### src/rtl/calc_pkg.sv
// calc_pkg: shared types for the calc issue controller.
// Operand tuple, issue FSM states and default data width.
package calc_pkg;

  localparam int CALC_WIDTH = 32;

  typedef struct packed {
    logic [CALC_WIDTH-1:0] a;
    logic [CALC_WIDTH-1:0] b;
    logic [CALC_WIDTH-1:0] c;
    logic [CALC_WIDTH-1:0] d;
  } operand_t;

  typedef enum logic [1:0] {
    RUN,
    DRAIN,
    CLEAR,
    HOLD
  } issue_state_e;

endpackage

### src/rtl/calc_res_fifo.sv
// calc_res_fifo: result buffer with async reset, push/pop/clear.
// Ports: push_i/din_i write, pop_i read, clr_i zeroes pointers;
// dout_o head (0 when empty), count_o/full_o/empty_o status.
module calc_res_fifo
  import calc_pkg::*;
#(
  parameter int WIDTH     = CALC_WIDTH,
  parameter int RES_DEPTH = 8,
  localparam int CW       = $clog2(RES_DEPTH + 1)
) (
  input  logic             clk,
  input  logic             rst,
  input  logic             push_i,
  input  logic [WIDTH-1:0] din_i,
  input  logic             pop_i,
  input  logic             clr_i,
  output logic [WIDTH-1:0] dout_o,
  output logic [CW-1:0]    count_o,
  output logic             full_o,
  output logic             empty_o
);

  localparam int AW = $clog2(RES_DEPTH);

  logic [WIDTH-1:0] mem_q [RES_DEPTH];
  logic [AW-1:0]    wr_q;
  logic [AW-1:0]    rd_q;
  logic [CW-1:0]    cnt_q;
  logic             push_ok;
  logic             pop_ok;

  assign full_o  = cnt_q == CW'(RES_DEPTH);
  assign empty_o = cnt_q == '0;
  assign count_o = cnt_q;
  assign push_ok = push_i && !full_o;
  assign pop_ok  = pop_i && !empty_o;
  assign dout_o  = empty_o ? '0 : mem_q[rd_q];

  always_ff @(posedge clk) begin
    if (push_ok && !clr_i) begin
      mem_q[wr_q] <= din_i;
    end
  end

  always_ff @(posedge clk or posedge rst) begin
    if (rst) begin
      wr_q  <= '0;
      rd_q  <= '0;
      cnt_q <= '0;
    end else if (clr_i) begin
      wr_q  <= '0;
      rd_q  <= '0;
      cnt_q <= '0;
    end else begin
      if (push_ok) wr_q <= wr_q + 1'b1;
      if (pop_ok)  rd_q <= rd_q + 1'b1;
      cnt_q <= cnt_q + CW'(push_ok) - CW'(pop_ok);
    end
  end

endmodule

### src/rtl/calc_issue_ctrl.sv
// calc_issue_ctrl: credit-based issue of operand tuples to a
// no-backpressure pipeline, in-order result buffering, flush.
// Ports: in_* upstream valid/ready, arg_* issue to pipe,
// res/res_vld pipe return, out_* downstream valid/ready,
// flush/flush_done drain handshake, err sticky error.
// Define CALC_ISSUE_WDOG_EN to add the return-timeout watchdog.
module calc_issue_ctrl
  import calc_pkg::*;
#(
  parameter int WIDTH     = CALC_WIDTH,
  parameter int RES_DEPTH = 8,
  parameter int PIPE_LAT  = 4
) (
  input  logic             clk,
  input  logic             rst,
  input  logic [WIDTH-1:0] in_a,
  input  logic [WIDTH-1:0] in_b,
  input  logic [WIDTH-1:0] in_c,
  input  logic [WIDTH-1:0] in_d,
  input  logic             in_vld,
  output logic             in_rdy,
  output logic [WIDTH-1:0] arg_a,
  output logic [WIDTH-1:0] arg_b,
  output logic [WIDTH-1:0] arg_c,
  output logic [WIDTH-1:0] arg_d,
  output logic             arg_vld,
  input  logic [WIDTH-1:0] res,
  input  logic             res_vld,
  output logic [WIDTH-1:0] out_res,
  output logic             out_vld,
  input  logic             out_rdy,
  input  logic             flush,
  output logic             flush_done,
  output logic             err
);

  localparam int CW = $clog2(RES_DEPTH + 1);
  localparam logic [CW:0] DEPTH_V = (CW + 1)'(RES_DEPTH);

  issue_state_e     state_q, state_d;
  logic [CW-1:0]    infl_q, infl_d;
  logic [CW-1:0]    res_cnt;
  logic [WIDTH-1:0] a_q, b_q, c_q, d_q;
  logic             vld_q;
  logic             err_q;
  logic             f_full, f_empty;
  logic             credit, issue, clr;
  logic             ret_ok, ret_bad, ovf, wd_to;

  // Credit counts both in-flight and buffered results, so a
  // pop only frees a slot once res_cnt has actually dropped.
  assign credit  = ({1'b0, infl_q} + {1'b0, res_cnt}) < DEPTH_V;
  assign in_rdy  = (state_q == RUN) && credit && !flush;
  assign issue   = in_vld && in_rdy;
  assign ret_ok  = res_vld && (infl_q != '0);
  assign ret_bad = res_vld && (infl_q == '0);
  assign ovf     = ret_ok && f_full;
  assign clr     = state_q == CLEAR;

  calc_res_fifo #(
    .WIDTH     (WIDTH),
    .RES_DEPTH (RES_DEPTH)
  ) u_fifo (
    .clk     (clk),
    .rst     (rst),
    .push_i  (ret_ok),
    .din_i   (res),
    .pop_i   (out_rdy),
    .clr_i   (clr),
    .dout_o  (out_res),
    .count_o (res_cnt),
    .full_o  (f_full),
    .empty_o (f_empty)
  );

  assign out_vld    = !f_empty;
  assign flush_done = clr;
  assign err        = err_q;
  assign arg_a      = a_q;
  assign arg_b      = b_q;
  assign arg_c      = c_q;
  assign arg_d      = d_q;
  assign arg_vld    = vld_q;

  always_comb begin
    infl_d = infl_q;
    if (issue && !ret_ok) begin
      infl_d = infl_q + 1'b1;
    end else if (!issue && ret_ok) begin
      infl_d = infl_q - 1'b1;
    end
  end

  always_comb begin
    state_d = state_q;
    unique case (state_q)
      RUN:     if (flush) state_d = DRAIN;
      DRAIN:   if (infl_q == '0) state_d = CLEAR;
      CLEAR:   state_d = flush ? HOLD : RUN;
      HOLD:    if (!flush) state_d = RUN;
      default: state_d = RUN;
    endcase
  end

  always_ff @(posedge clk or posedge rst) begin
    if (rst) begin
      state_q <= RUN;
      infl_q  <= '0;
      a_q     <= '0;
      b_q     <= '0;
      c_q     <= '0;
      d_q     <= '0;
      vld_q   <= 1'b0;
      err_q   <= 1'b0;
    end else begin
      state_q <= state_d;
      infl_q  <= infl_d;
      vld_q   <= issue;
      err_q   <= err_q | ovf | ret_bad | wd_to;
      if (issue) begin
        a_q <= in_a;
        b_q <= in_b;
        c_q <= in_c;
        d_q <= in_d;
      end
    end
  end

`ifdef CALC_ISSUE_WDOG_EN
  localparam int AW  = $clog2(RES_DEPTH);
  localparam int AGW = $clog2(2 * PIPE_LAT + 1);
  localparam logic [AGW-1:0] AGE_LIM = AGW'(2 * PIPE_LAT);

  // Returns are in order, so slots form a ring: tail takes a
  // new issue, head is the oldest outstanding one.
  logic [AGW-1:0]       age_q [RES_DEPTH];
  logic [RES_DEPTH-1:0] busy_q;
  logic [AW-1:0]        wt_q;
  logic [AW-1:0]        wh_q;

  always_ff @(posedge clk or posedge rst) begin
    if (rst) begin
      busy_q <= '0;
      wt_q   <= '0;
      wh_q   <= '0;
      for (int i = 0; i < RES_DEPTH; i++) begin
        age_q[i] <= '0;
      end
    end else begin
      for (int i = 0; i < RES_DEPTH; i++) begin
        if (busy_q[i] && age_q[i] != AGE_LIM) begin
          age_q[i] <= age_q[i] + 1'b1;
        end
      end
      if (issue) begin
        busy_q[wt_q] <= 1'b1;
        age_q[wt_q]  <= '0;
        wt_q         <= wt_q + 1'b1;
      end
      if (ret_ok) begin
        busy_q[wh_q] <= 1'b0;
        wh_q         <= wh_q + 1'b1;
      end
    end
  end

  assign wd_to = busy_q[wh_q] && (age_q[wh_q] == AGE_LIM);
`else
  assign wd_to = 1'b0;
`endif

endmodule

### config.mk
export PLATFORM = sky130hd
export DESIGN_NAME = calc_issue_ctrl
export DESIGN_NICKNAME = d
export VERILOG_FILES = /design/src/rtl/calc_pkg.sv /design/src/rtl/calc_res_fifo.sv /design/src/rtl/calc_issue_ctrl.sv
export SDC_FILE = /design/constraint.sdc
export NUM_CORES = 1
export LEC_CHECK = 0
export CAP_MARGIN = 40
export CORE_ASPECT_RATIO = 0.6
export CORE_MARGIN = 2
export CORE_UTILIZATION = 40
export CTS_CLUSTER_SIZE = 12
export DETAILED_ROUTE_END_ITERATION = 8
export PLACE_DENSITY = 0.73
export RECOVER_POWER = 100
export SYNTH_ARGS = -nofsm -noshare
export SYNTH_HDL_FRONTEND = slang
export SYNTH_HIERARCHICAL = 1
export SYNTH_SLANG_ARGS = --single-unit
### constraint.sdc
create_clock -name clk -period 7.5 [get_ports clk]
set_clock_uncertainty 0.2 [all_clocks]
set_input_delay 2.25 -clock clk [delete_from_list [all_inputs] [get_ports clk]]
set_output_delay 2.25 -clock clk [all_outputs]
set_load 0.05 [all_outputs]
==> flow_summary.yaml <==
critical_path:
  worst_r2r_path_depth: 7
  worst_r2r_setup_slack_ps: 2650
  critPathBufInv: 2
  cp_slowest_stage_delay_ps: 1080
  crit_chain: "clkbuf_2, mux4_2, a22o_1, dlygate4sd3_1"
  critical_path.startpoint_type: "flip-flop"
  rr_endpoint: "u_fifo/mem_q[4][29]"
  worstReg2RegStart: "infl_q[0]"
  biggest_fanout_along_the_worst_timing_path: 42
  timing.critical_path.to_type: "output port"
  timing.setup.critical_path_class: "flip-flop to output port"
  worst-endpoint-required_ps: 5050
  cp_delay_by_family_top: "buffers and inverters"
  critical_path_top_delay_cell: "sky130_fd_sc_hd__clkbuf_2"
  cp_data_arrival_time_ps: 4250
global_routing:
  grtUsageTotal_pct: 18.2
  grt_pass1_vias: 8994
  grt_overflow_total: 0
  grt_pass1_wl_mm: 55.6
  grt_start_max_net_pins: 92
  grt_antenna_before_repair: 4
logic_synthesis:
  yosys-top-cells-count: "256 x sky130_fd_sc_hd__edfxtp_1, 146 x sky130_fd_sc_hd__dfrtp_1, 130 x sky130_fd_sc_hd__mux2_2, 60 x sky130_fd_sc_hd__mux4_2, 32 x sky130_fd_sc_hd__a22o_1"
  avgSynthCellArea_um2: 20.1
  synth_async_sr_flop_share_pct: 36.3
  yosysWarnings: 6
  postSynthRegisterBits: 402
  synth_area_leader_cell: "sky130_fd_sc_hd__edfxtp_1"
  syn_area_mm2: 0.0156
  primary_ff_master_synth: "sky130_fd_sc_hd__edfxtp_1"
  yosys-top-cells-area: "sky130_fd_sc_hd__edfxtp_1 49%, sky130_fd_sc_hd__dfrtp_1 23%, sky130_fd_sc_hd__mux2_2 9.4%"
  ys_types: 45
  leading_cell_type_by_number_of_instances_after_synthesis: "sky130_fd_sc_hd__edfxtp_1"
  syn_nets: 957
  synth_enable_flop_cells: 256
  synth_top_cell_area_share_pct: 49.3
  synthesis.instances: 775
  synth_seq_area_share_pct: 72.8
sta:
  final_min_period_over_clock_period_pct: 89.4
  period_minus_slack_ps: 6700
  slew_headroom_pct: -86.4
  setup_tns_ps: 0
  fin_hold_ws_ps: 264
  hold_violations: 0
  max_slew_violation_total_from_the_final_report: 400
  rsz0062_at_grt: "no"
  timing.fmax_mhz: 149
  worst-slew-pin-transition_ps: 2800
  final_setup_violation_count: 0
clocking:
  cts_setup_buffers: 0
  clkSlewWorstSetupHoldPaths_ps: 60
  numClockSinks: 402
  clock_insertion_delay_worst_skew_ps: 520
  tritoncts: "yes"
  cts_buffers: 40
  cts-hold-fix-buffers: 0
  cts_buffer_depth: 3
  cts.repair.resized: 0
  clock-root-buffer: "sky130_fd_sc_hd__clkbuf_16"
  htreeDepth: 2
run_status:
  outcome: "finished, violations left"
  violations: "max-capacitance violations, max-slew violations"
min_path:
  count_of_cells_along_the_worst_hold_path: 1
  worst_hold_startpoint: "err"
  timing.hold.worst_endpoint: "err"
  hp-class: "flip-flop to flip-flop"
finish:
  antenna-diode-count: 0
  final_std_cell_area_no_fill_mm2: 0.0206
  areaGrowthSynthToFinish_pct: 31.9
  utilization_pct: 54.0
  layout.nets: 1312
  share_of_cells_above_drive_strength_1_pct: 22.4
drt:
  dr.pass1.iters: 5
  avgRoutedWirePerCell_um: 21.9
  vias: 8420
  drc: 0
  drt_iter0_drc: 549
  detail-route-antenna-nets: 0
  drt-vias-per-instance: 5.09
  postRouteWirelength_mm: 36.3
die:
  core_area_mm2: 0.0381
  chipWidth_um: 259
  io-pin-count: 331
  core.rowCount: 55
  design.die.area_mm2: 0.0406
  die_height_um: 157
  start_util_pct: 41.0
job:
  cap_violations: 11
placed_design:
  port_buffers: 330
  gp_congestion: 0.795
  hpwlAfterDp_mm: 23.9
  dpl_cell_area_mm2: 0.0196
power_and_ir_drop:
  p_total_uw: 9530
  total_leakage_power_uw: 0.00792
  pwr_density_cell_mw_per_mm2: 464
  vdd_ir_max_v: 0.000302
==> routing by layer <==
layer	vias up	wire (µm)	GRT usage (%)
li1	3752	-	-
met5	-	13	0
met4	2	662	4.27
met1	4384	15400	25.4
met3	57	2210	3.56
met2	225	18000	29.5
==> where the power goes <==
group	internal [µW]	leakage (µW)	switching [µW]
logic	1610	0.00320	2870
clock network	982	0.000537	782
registers	2980	0.00418	311
total	5570	0.00792	3960
==> flip-flops by register name, indices dropped and copies added, names as in the netlist, 3 cells and up <==
name	cells
arg_a	32
arg_d	32
u_fifo/count_o	4
arg_b	32
u_fifo/wr_q	3
arg_c	32
u_fifo/rd_q	3
infl_q	4
u_fifo/mem_q	256
==> cells by family (layout without fill, tap and decap cells) <==
family | count (synthesis) | after routing | share of synthesized area (%)
fa+ha+maj | 16 | 16 | 1.38
compound gates | 55 | 55 | 2.79
mux | 196 | 196 | 18.9
buf+inv | 53 | 420 | 2.23
xor+xnor | 3 | 3 | 0.169
flops | 402 | 402 | 72.8
simple gates | 50 | 50 | 1.79
==> layout make-up <==
type                       instances  area, µm²
fill                            2986      17500
sequential                       402      11300
multi-input combinational        320       3940
timing repair buffer             349       3470
clock buffer                      48       1050
tap                              513        642
inverter                          17       67.6
clock inverter                     6       42.5
==> stage by stage <==
stage                     setup slack [ps]  cells
after floorplan                       1410    775
after global placement                1050   1596
after detailed placement              1040   1601
after CTS                             1030   1655
after global routing                   539   1655
final                                  797   1655
==> how the worst max path moves through the flow <==
stage	from	endpoint	slack (ps)	cells after the start
after global routing	u_fifo/rd_q[1]	out_res[3]	540	4
final	u_fifo/rd_q[1]	out_res[3]	800	4
after floorplan	rst	arg_a[0]	1410	1
after detailed placement	flush	in_rdy	1040	4
after global placement	flush	in_rdy	1050	4
after CTS	flush	in_rdy	1030	4
==> cell usage in the layout (no fill, tap or decap), types with 2 or more instances in the layout <==
master                            instances
sky130_fd_sc_hd__o211ai_1                 2
sky130_fd_sc_hd__edfxtp_1               256
sky130_fd_sc_hd__nor2b_1                  6
sky130_fd_sc_hd__dlygate4sd3_1          199
sky130_fd_sc_hd__clkinv_1                 2
sky130_fd_sc_hd__nor2_4                   4
sky130_fd_sc_hd__clkbuf_2                 2
sky130_fd_sc_hd__buf_12                   2
sky130_fd_sc_hd__xnor2_1                  3
sky130_fd_sc_hd__nand3_1                  5
sky130_fd_sc_hd__nor2_1                  10
sky130_fd_sc_hd__inv_1                   14
sky130_fd_sc_hd__ha_1                    14
sky130_fd_sc_hd__clkbuf_1                16
sky130_fd_sc_hd__or3_1                    3
sky130_fd_sc_hd__nand2b_1                 4
sky130_fd_sc_hd__nand2_1                  7
sky130_fd_sc_hd__nor3_1                   2
sky130_fd_sc_hd__mux2_2                 129
sky130_fd_sc_hd__o21ai_0                  5
sky130_fd_sc_hd__clkbuf_16               40
sky130_fd_sc_hd__buf_16                   2
sky130_fd_sc_hd__inv_2                    2
sky130_fd_sc_hd__mux4_2                  60
sky130_fd_sc_hd__a21oi_1                  7
sky130_fd_sc_hd__clkinv_2                 2
sky130_fd_sc_hd__clkdlybuf4s50_1        131
sky130_fd_sc_hd__mux2_1                   2
sky130_fd_sc_hd__buf_4                    3
sky130_fd_sc_hd__fa_1                     2
sky130_fd_sc_hd__mux4_1                   4
sky130_fd_sc_hd__or4_1                    2
sky130_fd_sc_hd__dfrtp_1                145
sky130_fd_sc_hd__a22o_1                  32
sky130_fd_sc_hd__clkbuf_8                 2
Power figures use the tool's default switching activity.
